--- src/rtl/cursor_overlay_pkg.sv ---
// Shared definitions for the cursor overlay: video timing defaults, cursor
// blend-mode encodings, register offsets and the frame-update FSM states.
package cursor_overlay_pkg;

  localparam int H_ACTIVE_DEF = 1920;
  localparam int V_ACTIVE_DEF = 1080;

  localparam int H_W   = 12;
  localparam int V_W   = 11;
  localparam int PIX_W = 24;

  localparam logic [1:0] CUR_OFF   = 2'd0;
  localparam logic [1:0] CUR_XOR   = 2'd1;
  localparam logic [1:0] CUR_SOLID = 2'd2;
  localparam logic [1:0] CUR_INV   = 2'd3;

  localparam logic [1:0] REG_XPOS   = 2'd0;
  localparam logic [1:0] REG_YPOS   = 2'd1;
  localparam logic [1:0] REG_CTRL   = 2'd2;
  localparam logic [1:0] REG_COLOUR = 2'd3;

  typedef enum logic [1:0] {
    ST_IDLE   = 2'd0,
    ST_COMMIT = 2'd1,
    ST_BOUNCE = 2'd2
  } fsm_state_e;

endpackage

--- src/rtl/cursor_overlay_hit.sv ---
// Per-cursor rectangle comparator: hit when (h, v) lies inside
// [x, x+size_x) x [y, y+size_y). Sums are one bit wider so they never wrap;
// a zero size yields an empty range and therefore never hits.
module cursor_overlay_hit
  import cursor_overlay_pkg::*;
#(
  parameter int SIZE_W = 8
) (
  input  logic [H_W-1:0]    x_pos,
  input  logic [V_W-1:0]    y_pos,
  input  logic [SIZE_W-1:0] size_x,
  input  logic [SIZE_W-1:0] size_y,
  input  logic [H_W-1:0]    h,
  input  logic [V_W-1:0]    v,
  output logic              hit
);

  logic [H_W:0] x_end;
  logic [V_W:0] y_end;

  assign x_end = {1'b0, x_pos} + (H_W+1)'(size_x);
  assign y_end = {1'b0, y_pos} + (V_W+1)'(size_y);

  assign hit = (h >= x_pos) && ({1'b0, h} < x_end) &&
               (v >= y_pos) && ({1'b0, v} < y_end);

endmodule

--- src/rtl/cursor_overlay.sv ---
// Multi-cursor overlay on a 24-bit pixel stream, two-cycle latency.
// Config writes land in shadow registers and are committed at frame start.
// Optional feature macro: CURSOR_OVERLAY_BOUNCE_EN enables hardware bounce
// animation of cursors whose bounce bit is set.
module cursor_overlay
  import cursor_overlay_pkg::*;
#(
  parameter int NUM_CURSORS = 4,
  parameter int SIZE_W      = 8,
  parameter int H_ACTIVE    = H_ACTIVE_DEF,
  parameter int V_ACTIVE    = V_ACTIVE_DEF
) (
  input  logic             vo_clk,
  input  logic             vo_reset_,
  input  logic             in_vsync,
  input  logic             in_req,
  input  logic             in_eol,
  input  logic             in_eof,
  input  logic [PIX_W-1:0] in_pixel,
  input  logic             cfg_wr,
  input  logic [4:0]       cfg_addr,
  input  logic [31:0]      cfg_wdata,
  output logic             out_vsync,
  output logic             out_req,
  output logic             out_eol,
  output logic             out_eof,
  output logic [PIX_W-1:0] out_pixel,
  output logic             frame_busy
);

  logic [NUM_CURSORS-1:0][H_W-1:0]    sh_x, ac_x;
  logic [NUM_CURSORS-1:0][V_W-1:0]    sh_y, ac_y;
  logic [NUM_CURSORS-1:0][1:0]        sh_mode, ac_mode;
  logic [NUM_CURSORS-1:0][SIZE_W-1:0] sh_sx, sh_sy, ac_sx, ac_sy;
  logic [NUM_CURSORS-1:0][PIX_W-1:0]  sh_col, ac_col;
  logic [NUM_CURSORS-1:0][3:0]        dirty;
`ifdef CURSOR_OVERLAY_BOUNCE_EN
  logic [NUM_CURSORS-1:0] sh_bnc, ac_bnc, dir_x, dir_y;
  logic [2:0]             bnc_idx, bnc_idx_nxt;
`endif

  fsm_state_e     state, state_nxt;
  logic           commit_en;
  logic [2:0]     wr_idx;
  logic [1:0]     wr_reg;
  logic           wr_ok;
  logic [H_W-1:0] h_cntr;
  logic [V_W-1:0] v_cntr;
  logic           unused_cfg;

  logic [NUM_CURSORS-1:0] hit_raw, hit_vec;

  logic                   vsync_p1, vld_p1, eol_p1, eof_p1;
  logic [PIX_W-1:0]       pixel_p1;
  logic [NUM_CURSORS-1:0] hit_p1;
  logic [1:0]             sel_mode;
  logic [PIX_W-1:0]       sel_col;

  function automatic logic [PIX_W-1:0] blend_px(input logic [1:0] mode,
                                                input logic [PIX_W-1:0] px,
                                                input logic [PIX_W-1:0] col);
    case (mode)
      CUR_XOR:   return px ^ {PIX_W{1'b1}};
      CUR_SOLID: return col;
      CUR_INV:   return px ^ col;
      default:   return px;
    endcase
  endfunction

  assign wr_idx     = cfg_addr[4:2];
  assign wr_reg     = cfg_addr[1:0];
  assign wr_ok      = cfg_wr && (int'(wr_idx) < NUM_CURSORS);
  assign commit_en  = (state == ST_COMMIT);
  assign frame_busy = (state != ST_IDLE);

`ifdef CURSOR_OVERLAY_BOUNCE_EN
  assign unused_cfg = ^cfg_wdata[31:24];
`else
  assign unused_cfg = ^{cfg_wdata[31:24], H_ACTIVE[0], V_ACTIVE[0]};
`endif

  // Shadow registers take config writes; a write beats the commit-time dirty clear.
  always_ff @(posedge vo_clk or negedge vo_reset_) begin
    if (!vo_reset_) begin
      sh_x    <= '0;
      sh_y    <= '0;
      sh_mode <= '0;
      sh_sx   <= '0;
      sh_sy   <= '0;
      sh_col  <= '0;
      dirty   <= '0;
`ifdef CURSOR_OVERLAY_BOUNCE_EN
      sh_bnc  <= '0;
`endif
    end else begin
      for (int i = 0; i < NUM_CURSORS; i++) begin
        if (commit_en) dirty[i] <= 4'b0;
        if (wr_ok && int'(wr_idx) == i) begin
          dirty[i][wr_reg] <= 1'b1;
          case (wr_reg)
            REG_XPOS:   sh_x[i] <= cfg_wdata[H_W-1:0];
            REG_YPOS:   sh_y[i] <= cfg_wdata[V_W-1:0];
            REG_CTRL: begin
              sh_sx[i]   <= cfg_wdata[SIZE_W-1:0];
              sh_sy[i]   <= cfg_wdata[8 +: SIZE_W];
              sh_mode[i] <= cfg_wdata[17:16];
`ifdef CURSOR_OVERLAY_BOUNCE_EN
              sh_bnc[i]  <= cfg_wdata[18];
`endif
            end
            REG_COLOUR: sh_col[i] <= cfg_wdata[PIX_W-1:0];
          endcase
        end
      end
    end
  end

  // Active registers: dirty shadows copied on commit, positions stepped during bounce.
  always_ff @(posedge vo_clk or negedge vo_reset_) begin
    if (!vo_reset_) begin
      ac_x    <= '0;
      ac_y    <= '0;
      ac_mode <= '0;
      ac_sx   <= '0;
      ac_sy   <= '0;
      ac_col  <= '0;
`ifdef CURSOR_OVERLAY_BOUNCE_EN
      ac_bnc  <= '0;
      dir_x   <= '0;
      dir_y   <= '0;
`endif
    end else begin
      for (int i = 0; i < NUM_CURSORS; i++) begin
        if (commit_en) begin
          if (dirty[i][REG_XPOS]) ac_x[i] <= sh_x[i];
          if (dirty[i][REG_YPOS]) ac_y[i] <= sh_y[i];
          if (dirty[i][REG_CTRL]) begin
            ac_sx[i]   <= sh_sx[i];
            ac_sy[i]   <= sh_sy[i];
            ac_mode[i] <= sh_mode[i];
`ifdef CURSOR_OVERLAY_BOUNCE_EN
            ac_bnc[i]  <= sh_bnc[i];
`endif
          end
          if (dirty[i][REG_COLOUR]) ac_col[i] <= sh_col[i];
        end
`ifdef CURSOR_OVERLAY_BOUNCE_EN
        else if (state == ST_BOUNCE && int'(bnc_idx) == i && ac_bnc[i]) begin
          if (!dir_x[i]) begin
            if (({1'b0, ac_x[i]} + (H_W+1)'(ac_sx[i])) < (H_W+1)'(H_ACTIVE - 1))
              ac_x[i] <= ac_x[i] + H_W'(1);
            else
              dir_x[i] <= 1'b1;
          end else begin
            if (ac_x[i] != '0) ac_x[i] <= ac_x[i] - H_W'(1);
            else               dir_x[i] <= 1'b0;
          end
          if (!dir_y[i]) begin
            if (({1'b0, ac_y[i]} + (V_W+1)'(ac_sy[i])) < (V_W+1)'(V_ACTIVE - 1))
              ac_y[i] <= ac_y[i] + V_W'(1);
            else
              dir_y[i] <= 1'b1;
          end else begin
            if (ac_y[i] != '0) ac_y[i] <= ac_y[i] - V_W'(1);
            else               dir_y[i] <= 1'b0;
          end
        end
`endif
      end
    end
  end

  // Frame-update FSM state register.
  always_ff @(posedge vo_clk or negedge vo_reset_) begin
    if (!vo_reset_) begin
      state   <= ST_IDLE;
`ifdef CURSOR_OVERLAY_BOUNCE_EN
      bnc_idx <= '0;
`endif
    end else begin
      state   <= state_nxt;
`ifdef CURSOR_OVERLAY_BOUNCE_EN
      bnc_idx <= bnc_idx_nxt;
`endif
    end
  end

  // Next state: vsync starts a commit only from IDLE; bounce walks every cursor once.
  always_comb begin
    state_nxt   = state;
`ifdef CURSOR_OVERLAY_BOUNCE_EN
    bnc_idx_nxt = bnc_idx;
`endif
    case (state)
      ST_IDLE: if (in_vsync) state_nxt = ST_COMMIT;
      ST_COMMIT: begin
`ifdef CURSOR_OVERLAY_BOUNCE_EN
        state_nxt   = ST_BOUNCE;
        bnc_idx_nxt = '0;
`else
        state_nxt   = ST_IDLE;
`endif
      end
`ifdef CURSOR_OVERLAY_BOUNCE_EN
      ST_BOUNCE: begin
        if (int'(bnc_idx) == NUM_CURSORS - 1) state_nxt = ST_IDLE;
        else                                  bnc_idx_nxt = bnc_idx + 3'd1;
      end
`endif
      default: state_nxt = ST_IDLE;
    endcase
  end

  // Raster position of the pixel currently on the input.
  always_ff @(posedge vo_clk or negedge vo_reset_) begin
    if (!vo_reset_) begin
      h_cntr <= '0;
      v_cntr <= '0;
    end else begin
      if (in_req) begin
        if (in_eol) h_cntr <= '0;
        else        h_cntr <= h_cntr + H_W'(1);
        if (in_eof)      v_cntr <= '0;
        else if (in_eol) v_cntr <= v_cntr + V_W'(1);
      end
      if (in_vsync) v_cntr <= '0;
    end
  end

  for (genvar g = 0; g < NUM_CURSORS; g++) begin : g_hit
    cursor_overlay_hit #(.SIZE_W(SIZE_W)) u_hit (
      .x_pos  (ac_x[g]),
      .y_pos  (ac_y[g]),
      .size_x (ac_sx[g]),
      .size_y (ac_sy[g]),
      .h      (h_cntr),
      .v      (v_cntr),
      .hit    (hit_raw[g])
    );
    assign hit_vec[g] = hit_raw[g] && (ac_mode[g] != CUR_OFF);
  end

  // ---- stage 1: register stream and per-cursor hit vector ----
  always_ff @(posedge vo_clk or negedge vo_reset_) begin
    if (!vo_reset_) begin
      vsync_p1 <= 1'b0;
      vld_p1   <= 1'b0;
      eol_p1   <= 1'b0;
      eof_p1   <= 1'b0;
      pixel_p1 <= '0;
      hit_p1   <= '0;
    end else begin
      vsync_p1 <= in_vsync;
      vld_p1   <= in_req;
      eol_p1   <= in_eol;
      eof_p1   <= in_eof;
      pixel_p1 <= in_pixel;
      hit_p1   <= hit_vec;
    end
  end

  // Priority select: the lowest-index hitting cursor wins.
  always_comb begin
    sel_mode = CUR_OFF;
    sel_col  = '0;
    for (int i = NUM_CURSORS - 1; i >= 0; i--) begin
      if (hit_p1[i]) begin
        sel_mode = ac_mode[i];
        sel_col  = ac_col[i];
      end
    end
  end

  // ---- stage 2: blend and drive outputs ----
  always_ff @(posedge vo_clk or negedge vo_reset_) begin
    if (!vo_reset_) begin
      out_vsync <= 1'b0;
      out_req   <= 1'b0;
      out_eol   <= 1'b0;
      out_eof   <= 1'b0;
      out_pixel <= '0;
    end else begin
      out_vsync <= vsync_p1;
      out_req   <= vld_p1;
      out_eol   <= eol_p1;
      out_eof   <= eof_p1;
      out_pixel <= vld_p1 ? blend_px(sel_mode, pixel_p1, sel_col) : pixel_p1;
    end
  end

endmodule
--- config.mk ---
export PLATFORM = sky130hd
export DESIGN_NAME = cursor_overlay
export DESIGN_NICKNAME = d
export VERILOG_FILES = /design/src/rtl/cursor_overlay_pkg.sv /design/src/rtl/cursor_overlay_hit.sv /design/src/rtl/cursor_overlay.sv
export SDC_FILE = /design/constraint.sdc
export NUM_CORES = 1
export LEC_CHECK = 0
export ABC_AREA = 1
export CORE_MARGIN = 2
export CORE_UTILIZATION = 45
export DETAILED_ROUTE_END_ITERATION = 10
export PLACE_DENSITY_LB_ADDON = 0.12
export SYNTH_ARGS = -nofsm -noshare
export SYNTH_HDL_FRONTEND = slang
export SYNTH_SLANG_ARGS = --single-unit
--- constraint.sdc ---
create_clock -name vo_clk -period 3.41 [get_ports vo_clk]
set_clock_uncertainty 0.05 [all_clocks]
set_input_delay 0.341 -clock vo_clk [delete_from_list [all_inputs] [get_ports vo_clk]]
set_output_delay 0.341 -clock vo_clk [all_outputs]
set_load 0.005 [all_outputs]
After elaboration in Yosys (flattened, before gate mapping) --
Cells that the tools add are included.
Storage, ports and cells: bits in registers 621, memory bits (writable) 0, input bits 68, memories kept 0, bits in latches 0, ROM bits 0, output and inout port bits 29
Operators by class: equal/unequal tests 11, $lt $le $gt $ge 19, add/sub/neg operators 10, reduce and logical (&&, ||, !) cells 65, muxes and demuxes 27, div/mod/pow operators 0, shifts and indexed selects 0, $mul 0, bitwise operators 6
Operators by type and width (number):
- $mux W24 | 5
- $pmux W24 S3 | 1
- $reduce_and A2 Y1 | 33
- $add A12 B8 Y13 | 4
- $lt A12 B13 Y1 | 4
- $add A11 B8 Y12 | 4
- $ge A12 B12 Y1 | 4
- $lt A11 B12 Y1 | 4
- $ge A11 B11 Y1 | 4
- $mux W11 | 4
- $mux W4 | 8
- $not A24 Y24 | 1
- $xor A24 B24 Y24 | 1
- $logic_and A1 B1 Y1 | 22
- $or A4 B4 Y4 | 4
- $add A12 B1 Y12 const B | 1
- $mux W12 | 1
- $mux W2 | 6
- $reduce_bool A2 Y1 | 6
- $add A11 B1 Y11 const B | 1
- $eq A2 B2 Y1 const B | 4
- $eq A2 B1 Y1 const B | 3
- $eq A3 B3 Y1 const B | 2
- $logic_not A2 Y1 | 2
- 9 further kinds | 9

Logic depth before layout (Yosys ltp) --
Gate-level depths: netlist (run 1).
depth after elaboration 7, gate-level depth with buffers 19

By module --
A second synthesis (run 1) with hierarchy kept.
Unflattened totals: cell total of the unflattened synthesis 3435, area total of the unflattened synthesis 31933.1 um2
Modules (own cells, without submodules):
- cursor_overlay | instances 1, area each 24061.8 um2, cells an instance 2205, sequential area each 15514.9 um2
- cursor_overlay_hit (g_hit[1].u_hit ...) | instances 2, area each 1984.4 um2, cells an instance 312, sequential area each 0.0 um2
- cursor_overlay_hit (g_hit[3].u_hit) | instances 1, area each 1955.6 um2, cells an instance 299, sequential area each 0.0 um2
- cursor_overlay_hit (g_hit[0].u_hit) | instances 1, area each 1946.9 um2, cells an instance 307, sequential area each 0.0 um2

Least setup slack after synthesis (run 1) --
OpenSTA, ideal clock, no wires.
path type reg2reg, start reg ac_x[24] (netlist name), end reg hit_p1[2], library setup time 86 ps, path buffers 0, cell stages (with the launch flop) 19, arrival time 2442 ps, path slack 832 ps, required time 3274 ps, clock period less this slack 2578 ps, cells stage by stage dfrtp_1 ha_1 inv_1 fa_1 o21ai_0 nand2_1 nand2_1 nand3_1 xor2_1 ha_1 nand2_1 inv_1 nand2_1 nand2_1 nand2_1 nand2_1 nand2_1 nand3_1 nor3_1
Between the ends: word-level cells in the longest chain between the ends 6, elaborated cells between the ends (all ways) 7, those cells by class add/sub: 1; order compare: 2; reduce/logical: 4
RTL lines:
- start: declaration | RTL line cursor_overlay.sv:31 | logic [NUM_CURSORS-1:0][H_W-1:0] sh_x, ac_x;
- start signal: indexed assignment | RTL line cursor_overlay.sv:135 | if (dirty[i][REG_XPOS]) ac_x[i] <= sh_x[i];
- $add A12 B8 Y13 | RTL line cursor_overlay_hit.sv:21 | assign x_end = {1'b0, x_pos} + (H_W+1)'(size_x);
- $lt A12 B13 Y1 | RTL line cursor_overlay_hit.sv:24 | assign hit = (h >= x_pos) && ({1'b0, h} < x_end) &&
- $logic_and A1 B1 Y1 (*) (2 in series) | RTL line cursor_overlay_hit.sv:24
- $logic_and A1 B1 Y1 (*) | RTL line cursor_overlay_hit.sv:25 | (v >= y_pos) && ({1'b0, v} < y_end);
- $logic_and A1 B1 Y1 (*) | RTL line cursor_overlay.sv:240 | assign hit_vec[g] = hit_raw[g] && (ac_mode[g] != CUR_OFF);
- net hit_vec[2] | RTL line cursor_overlay.sv:51 | logic [NUM_CURSORS-1:0] hit_raw, hit_vec;
- end signal: assignment | RTL line cursor_overlay.sv:258 | hit_p1 <= hit_vec;
- end: declaration | RTL line cursor_overlay.sv:55 | logic [NUM_CURSORS-1:0] hit_p1;
Mark *: on every way through the listed nets, which the timed path passes. The rest lies on a longest branch. A chain may end at the register's enable or synchronous reset.

Final worst setup path (run 1) --
start reg ac_y[22] (netlist name), end reg hit_p1[2]
Between the ends: word-level cells in the longest chain between the ends 4, elaborated cells between the ends (all ways) 6, those cells by class add/sub: 1; order compare: 2; reduce/logical: 3
RTL lines:
- start: declaration | RTL line cursor_overlay.sv:32 | logic [NUM_CURSORS-1:0][V_W-1:0] sh_y, ac_y;
- start signal: indexed assignment | RTL line cursor_overlay.sv:136 | if (dirty[i][REG_YPOS]) ac_y[i] <= sh_y[i];
- $add A11 B8 Y12 / $ge A11 B11 Y1 (equally long branches) | RTL line cursor_overlay_hit.sv:22, cursor_overlay_hit.sv:25
- $lt A11 B12 Y1 / $logic_and A1 B1 Y1 (equally long branches) | RTL line cursor_overlay_hit.sv:25, cursor_overlay_hit.sv:24
- $logic_and A1 B1 Y1 (*) | RTL line cursor_overlay_hit.sv:25
- $logic_and A1 B1 Y1 (*) | RTL line cursor_overlay.sv:240
- net hit_vec[2] | RTL line cursor_overlay.sv:51
Marks and branches as above.

==> flow_metrics.tcl, run 1 <==
set metrics [dict create \
    status "complete, no violations" \
    syn_to_final_growth_pct 14.1 \
    hpwl_um 57100 \
    cts_tree "done" \
    wirelength_um 84100 \
    synth.most_common_cell "nand2_1" \
    gp_congestion 0.891 \
    yosys.area.top_type "dfrtp_1" \
    clk_latency_ps 620 \
    setup_ws_ps 247 \
    end_kind "register" \
    start_util_pct 45.3 \
    r2r_end "hit_p1[2]" \
    slew_viol_final 0 \
    ctsResizeCount 0 \
    hold_slack_ps 113 \
    grt-ovfl-total 0 \
    antenna_found_initial 3 \
    critical_path_class "reg -> reg" \
    clock-sinks 620 \
    fill_cells 6226 \
    finish.utilization_pct 51.7 \
    worst_pin_slew_ps 1050 \
    cp_data_required_time_ps 3820 \
    synthFlopType "dfrtp_1" \
    fin_area_mm2 0.0354 \
    critPathLaunchType "register" \
    vias 23377 \
    yosys_warnings 0 \
    post-place-ws_ps 337 \
    drtIter0Drc 1862 \
    slew_headroom_pct 29.9 \
    drv_cap 0 \
    min_period_over_period_pct 92.8 \
    rrSetupSlack_ps 250 \
    grt_max_degree 84 \
    yosys-top-cells-count "834 x nand2_1, 620 x dfrtp_1, 284 x o21ai_0" \
    drive_above_1_share_pct 9.97 \
    syn_inst 3373 \
    power_leakage_nw 18.1 \
    synth.cell_area_mm2 0.0310 \
    track_usage_pct 24.1 \
    coreArea_mm2 0.0683 \
    drtAntennaViolNets 0 \
    grt_pass1_wl_um 132000 \
    worstRegToRegCells 14 \
    synth-async-reset-ratio_pct 100 \
    cellPowerDensity_mw_per_mm2 646 \
    port_buffers 88 \
    htree_levels 3 \
    worstHoldPathType "in -> reg" \
    cts.clk_slew.worst_paths_ps 60 \
    synth-edff-count 0 \
    place_area_mm2 0.0331 \
    synth_area_leaders "dfrtp_1 50%, nand2_1 10%, ha_1 9.8%, mux2_2 5.5%, o21ai_0 4.6%" \
    r2r_start "ac_y[22]" \
    min_path_cells 1 \
    cp.arrival_ps 3580 \
    fin_tns_setup_ps 0 \
    dr.pass1.iters 6 \
    post_cts.repair.setup_buffers 0 \
    avgRoutedWirePerCell_um 19.0 \
    die_w_um 266 \
    syn-num-nets 3691 \
    drc_errors 0 \
    finalSetupViolations 0 \
    rsz0062_at_grt "no" \
    ctsHoldBuffers 1 \
    placementRows 96 \
    min_from "in_pixel[14]" \
    crit_fanout 3 \
    clock.fmax_mhz 316 \
    die_area_mm2 0.0710 \
    hold_path_end "pixel_p1[14]" \
    cts_buffers 71 \
    post_drt_via_cell_ratio 5.29 \
    grt_pass1_vias 23379 \
    cts_buffer_depth 3 \
    avgSynthCellArea_um2 9.19 \
    ys_ff_latch 620 \
    synth_top_area_share_pct 50.1 \
    fin_crit_ps 3160 \
    design.portCount 97 \
    vdd_drop_max_v 0.000374 \
    clockRootBuffer "clkbuf_16" \
    nNetsFinal 3801 \
    ys_types 42 \
    die_h_um 266 \
    ys_seq_area_share_pct 50.1 \
    finalHoldViolations 0 \
]
## cell families (layout without fill, tap and decap cells)
| group | count (synthesis) | in the layout | share of synthesized area [%] |
|---|---|---|---|
| XOR/XNOR | 87 | 87 | 2.46 |
| adder cells (fa/ha/maj) | 250 | 250 | 10.3 |
| AND/OR/NAND/NOR | 1248 | 1248 | 16.3 |
| flip-flops | 620 | 620 | 50.1 |
| AO/OA/AOI/OAI | 631 | 631 | 10.6 |
| multiplexers | 152 | 152 | 5.52 |
| other | 0 | 3 | 0 |
| buffers and inverters | 385 | 544 | 4.81 |
## registers in the layout (all words and copies together), names as in the netlist, 24 cells and up
signal,count
ac_x,48
ac_sy,32
sh_x,48
sh_sx,32
pixel_p1,24
ac_y,44
sh_y,44
out_pixel,24
ac_col,96
ac_sx,32
sh_col,96
sh_sy,32
## cell type report
type | count | area (um2) | share of cell area [%]
sequential | 620 | 15500 | 43.9
multi-input combinational | 2368 | 14000 | 39.6
clock buffer | 97 | 1970 | 5.58
timing repair buffer | 161 | 1550 | 4.38
tap | 882 | 1100 | 3.12
inverter | 261 | 980 | 2.77
clock inverter | 25 | 235 | 0.665
antenna | 3 | 7.51 | 0.0212
## how the worst max path moves through the flow
stage / slack (ps) / to / startpoint / depth (start not counted)
after detailed placement: 340 / hit_p1[2] / ac_y[22] / 14
after floorplan: 830 / hit_p1[2] / ac_x[24] / 18
after global placement: 440 / hit_p1[2] / ac_y[22] / 14
after global routing: 50 / hit_p1[1] / ac_x[12] / 17
final: 250 / hit_p1[2] / ac_y[22] / 14
after CTS: 310 / hit_p1[2] / ac_y[22] / 14
## layer usage
layer	wire length (um)	vias to the layer above	track usage, %	part of all wire, %
met5	0	-	0	0
met4	2370	0	7.36	2.8
met3	3820	135	3.45	4.5
met2	38200	474	38.5	45
met1	39700	11377	34.1	47
li1	-	11391	-	-
## per-stage QoR
stage | power, W | std cells
6_report | 0.0228 | 4417
5_1_grt | 0.0244 | 4415
4_1_cts | 0.0230 | 4414
3_5_place_dp | 0.0156 | 4291
3_3_place_gp | 0.0153 | 4291
2_1_floorplan | 0.0138 | 3373
## critical path, stage by stage (launching register included)
cell      delay (ps)
dfrtp_1          390
ha_1             180
inv_1             60
fa_1             390
o21ai_0          390
nand4_1          160
o211ai_1         200
nand2_1          110
xor2_1           160
ha_1             290
inv_1             40
o21bai_1         130
nand4_1          280
nand2_1          150
nor3_1            60
## power by group
part / switching, W / total, W / internal, W
sequential: 0.000901 / 0.00970 / 0.00880
clock: 0.00305 / 0.00734 / 0.00429
combinational: 0.00340 / 0.00579 / 0.00239
## placed cells by master (no fill, tap or decap), types with 4 or more instances in the layout
master	n
nand2_1	834
dfrtp_1	620
o21ai_0	284
inv_1	256
a21oi_1	245
ha_1	242
nor2_1	215
mux2_2	152
nand3_1	124
clkdlybuf4s50_1	87
clkbuf_16	71
xor2_1	67
buf_4	63
o21ai_1	48
nand4_1	29
xnor2_1	20
clkbuf_1	16
clkinv_2	15
o211ai_1	13
nor3_1	13
clkbuf_8	10
a31oi_1	9
buf_12	9
o21a_1	8
fa_1	8
a21o_1	7
or2_2	6
and3_1	6
inv_2	5
nor4_1	5
nor3_2	4
o21bai_1	4
nand3b_1	4
Power figures use the tool's default switching activity.
==> inputs of run 2 (changes only) <==
Settings changed: REMOVE_ABC_BUFFERS set to 1, SLEW_MARGIN set to 10.
==> run 2 against run 1 <==
Net effect:
- total power is 2.3% higher
- combinational power hardly changed
- largest power group unchanged
- sequential power hardly changed
- sequential share of layout area is 0.19 points lower
- final area is 0.42% higher
- largest cell class unchanged
- non-clock buffer count is 6 lower
- cell count stayed put
- register-to-register slack better by 120 ps
==> flow_metrics.tcl, run 2 (synthesized netlist as in run 1, its figures left out) <==
set metrics [dict create \
    vias 23462 \
    rsz0062_at_grt "no" \
    clk_latency_ps 620 \
    grt_pass1_wl_um 130000 \
    fin_crit_ps 3040 \
    die_w_um 266 \
    cp.arrival_ps 3490 \
    die_h_um 266 \
    cts_tree "done" \
    worstHoldPathType "in -> reg" \
    fin_tns_setup_ps 0 \
    place_area_mm2 0.0330 \
    crit_fanout 3 \
    dr.pass1.iters 6 \
    critPathLaunchType "register" \
    status "complete, no violations" \
    drive_above_1_share_pct 9.87 \
    syn_to_final_growth_pct 14.5 \
    clock-sinks 620 \
    layout_common_cells "834 x nand2_1, 620 x dfrtp_1, 282 x o21ai_0" \
    vdd_drop_max_v 0.000460 \
    start_util_pct 45.3 \
    post_drt_via_cell_ratio 5.31 \
    grt_pass1_vias 23517 \
    wirelength_um 81900 \
    clock.fmax_mhz 329 \
    power_leakage_nw 18.2 \
    worst_pin_slew_ps 1070 \
    num_antenna_cells 0 \
    fin_area_mm2 0.0355 \
    design.portCount 97 \
    nNetsFinal 3796 \
    clockRootBuffer "clkbuf_16" \
    cts.clk_slew.worst_paths_ps 60 \
    coreArea_mm2 0.0683 \
    slew_viol_final 0 \
    cts_buffer_depth 3 \
    cellPowerDensity_mw_per_mm2 658 \
    port_buffers 88 \
    die_area_mm2 0.0710 \
    gp_congestion 0.901 \
    drtAntennaViolNets 0 \
    drtIter0Drc 1799 \
    htree_levels 3 \
    hpwl_um 54900 \
    grt_max_degree 96 \
    seq_area_mm2 0.0155 \
    antenna_found_initial 2 \
    finalSetupViolations 0 \
    multi_input_area_mm2 0.0140 \
    min_period_over_period_pct 89.3 \
    placementRows 96 \
    drc_errors 0 \
    post_cts.repair.setup_buffers 0 \
    avgRoutedWirePerCell_um 18.5 \
    track_usage_pct 23.7 \
    end_kind "register" \
    cts_buffers 72 \
    critical_path_class "reg -> reg" \
    cp_data_required_time_ps 3860 \
    grt-ovfl-total 0 \
    layout_commonest_cell "nand2_1" \
    finalHoldViolations 0 \
    drv_cap 0 \
    finish.utilization_pct 51.9 \
    fill_cells 6257 \
    reg_top3 "ac_col x96, sh_col x96" \
    slew_headroom_pct 28.5 \
]
-- run 2: changes by cell type in the layout (fill, tap and decap cells not counted), moves of 2 or more --
cell       before  now
clkbuf_1       16   22
bufinv_16       3    7
buf_12          9    6
buf_4          63   60
clkinv_16       0    3
clkinv_2       15   12
diode_2         3    0
clkbuf_16      71   73
clkbuf_8       10    8
o21ai_0       284  282
o21ai_1        48   50
-- run 2: cell type report --
class                   count  area share, %
flip-flops and latches    620           43.7
multi-input cells        2368           39.4
clock buffers             103           5.69
repair buffers            155           4.13
well taps                 882           3.11
inverters                 261           2.76
clock inverters            28           1.21
-- run 2: path summary, 6_finish.rpt --
path | slack, ps | to | cells after the start | from
worst max register to register | 370 | hit_p1[0] | 17 | ac_x[0]
min in group asynchronous | 320 | sh_y[12] | 2 | vo_reset_
max in group asynchronous | 1910 | sh_col[1] | 4 | vo_reset_
worst min-delay path | 100 | pixel_p1[1] | 1 | in_pixel[1]
worst min register to register | 310 | out_vsync | 0 | vsync_p1
worst max-delay path | 370 | hit_p1[0] | 17 | ac_x[0]
-- run 2: critical path, stage by stage, from the launching register on --
cell and delay [ps]:
dfrtp_1 390, ha_1 220, inv_1 80, fa_1 400, nand3b_1 180, nand2_1 140
nand2_1 70, nand3_1 140, nand3_1 110, xor2_1 160, ha_1 300, nand2_1 50
inv_1 70, nand2_1 50, nor3b_1 190, nand4_1 150, nand3_1 90, nor2_1 70
-- run 2: timing repair --
action,in CTS,in global routing
setup endpoints to repair,0,1
hold endpoints to repair,65,0
hold buffers,1,0
resized for setup,0,2
-- run 2: routing by layer --
| metal | up-vias | share of wire, % | wire [um] | track usage, % |
|---|---|---|---|---|
| met3 | 149 | 4.9 | 3980 | 3.80 |
| met1 | 11422 | 46 | 37700 | 32.5 |
| li1 | 11374 | - | - | - |
| met2 | 517 | 46 | 37400 | 38.3 |
| met4 | 0 | 3.5 | 2880 | 8.35 |
| met5 | - | 0 | 0 | 0 |
-- run 2: report_power, final --
part	switching (W)	internal (W)	total [W]	leakage [nW]
logic	0.00339	0.00238	0.00577	8.99
registers	0.000884	0.00880	0.00968	7.98
clock network	0.00319	0.00472	0.00791	1.19
total	0.00747	0.0159	0.0234	18.2
-- run 2: per-stage QoR --
| stage | power (W) | hold slack, ps | instances | setup WS, ps |
|---|---|---|---|---|
| floorplan | 0.0138 | -4.59 | 3249 | 832 |
| global placement | 0.0153 | 290 | 4285 | 378 |
| detailed placement | 0.0155 | 286 | 4285 | 274 |
| CTS | 0.0236 | 60.4 | 4417 | 280 |
| global route | 0.0249 | 67.9 | 4417 | 88.6 |
| finish | 0.0234 | 102 | 4417 | 366 |
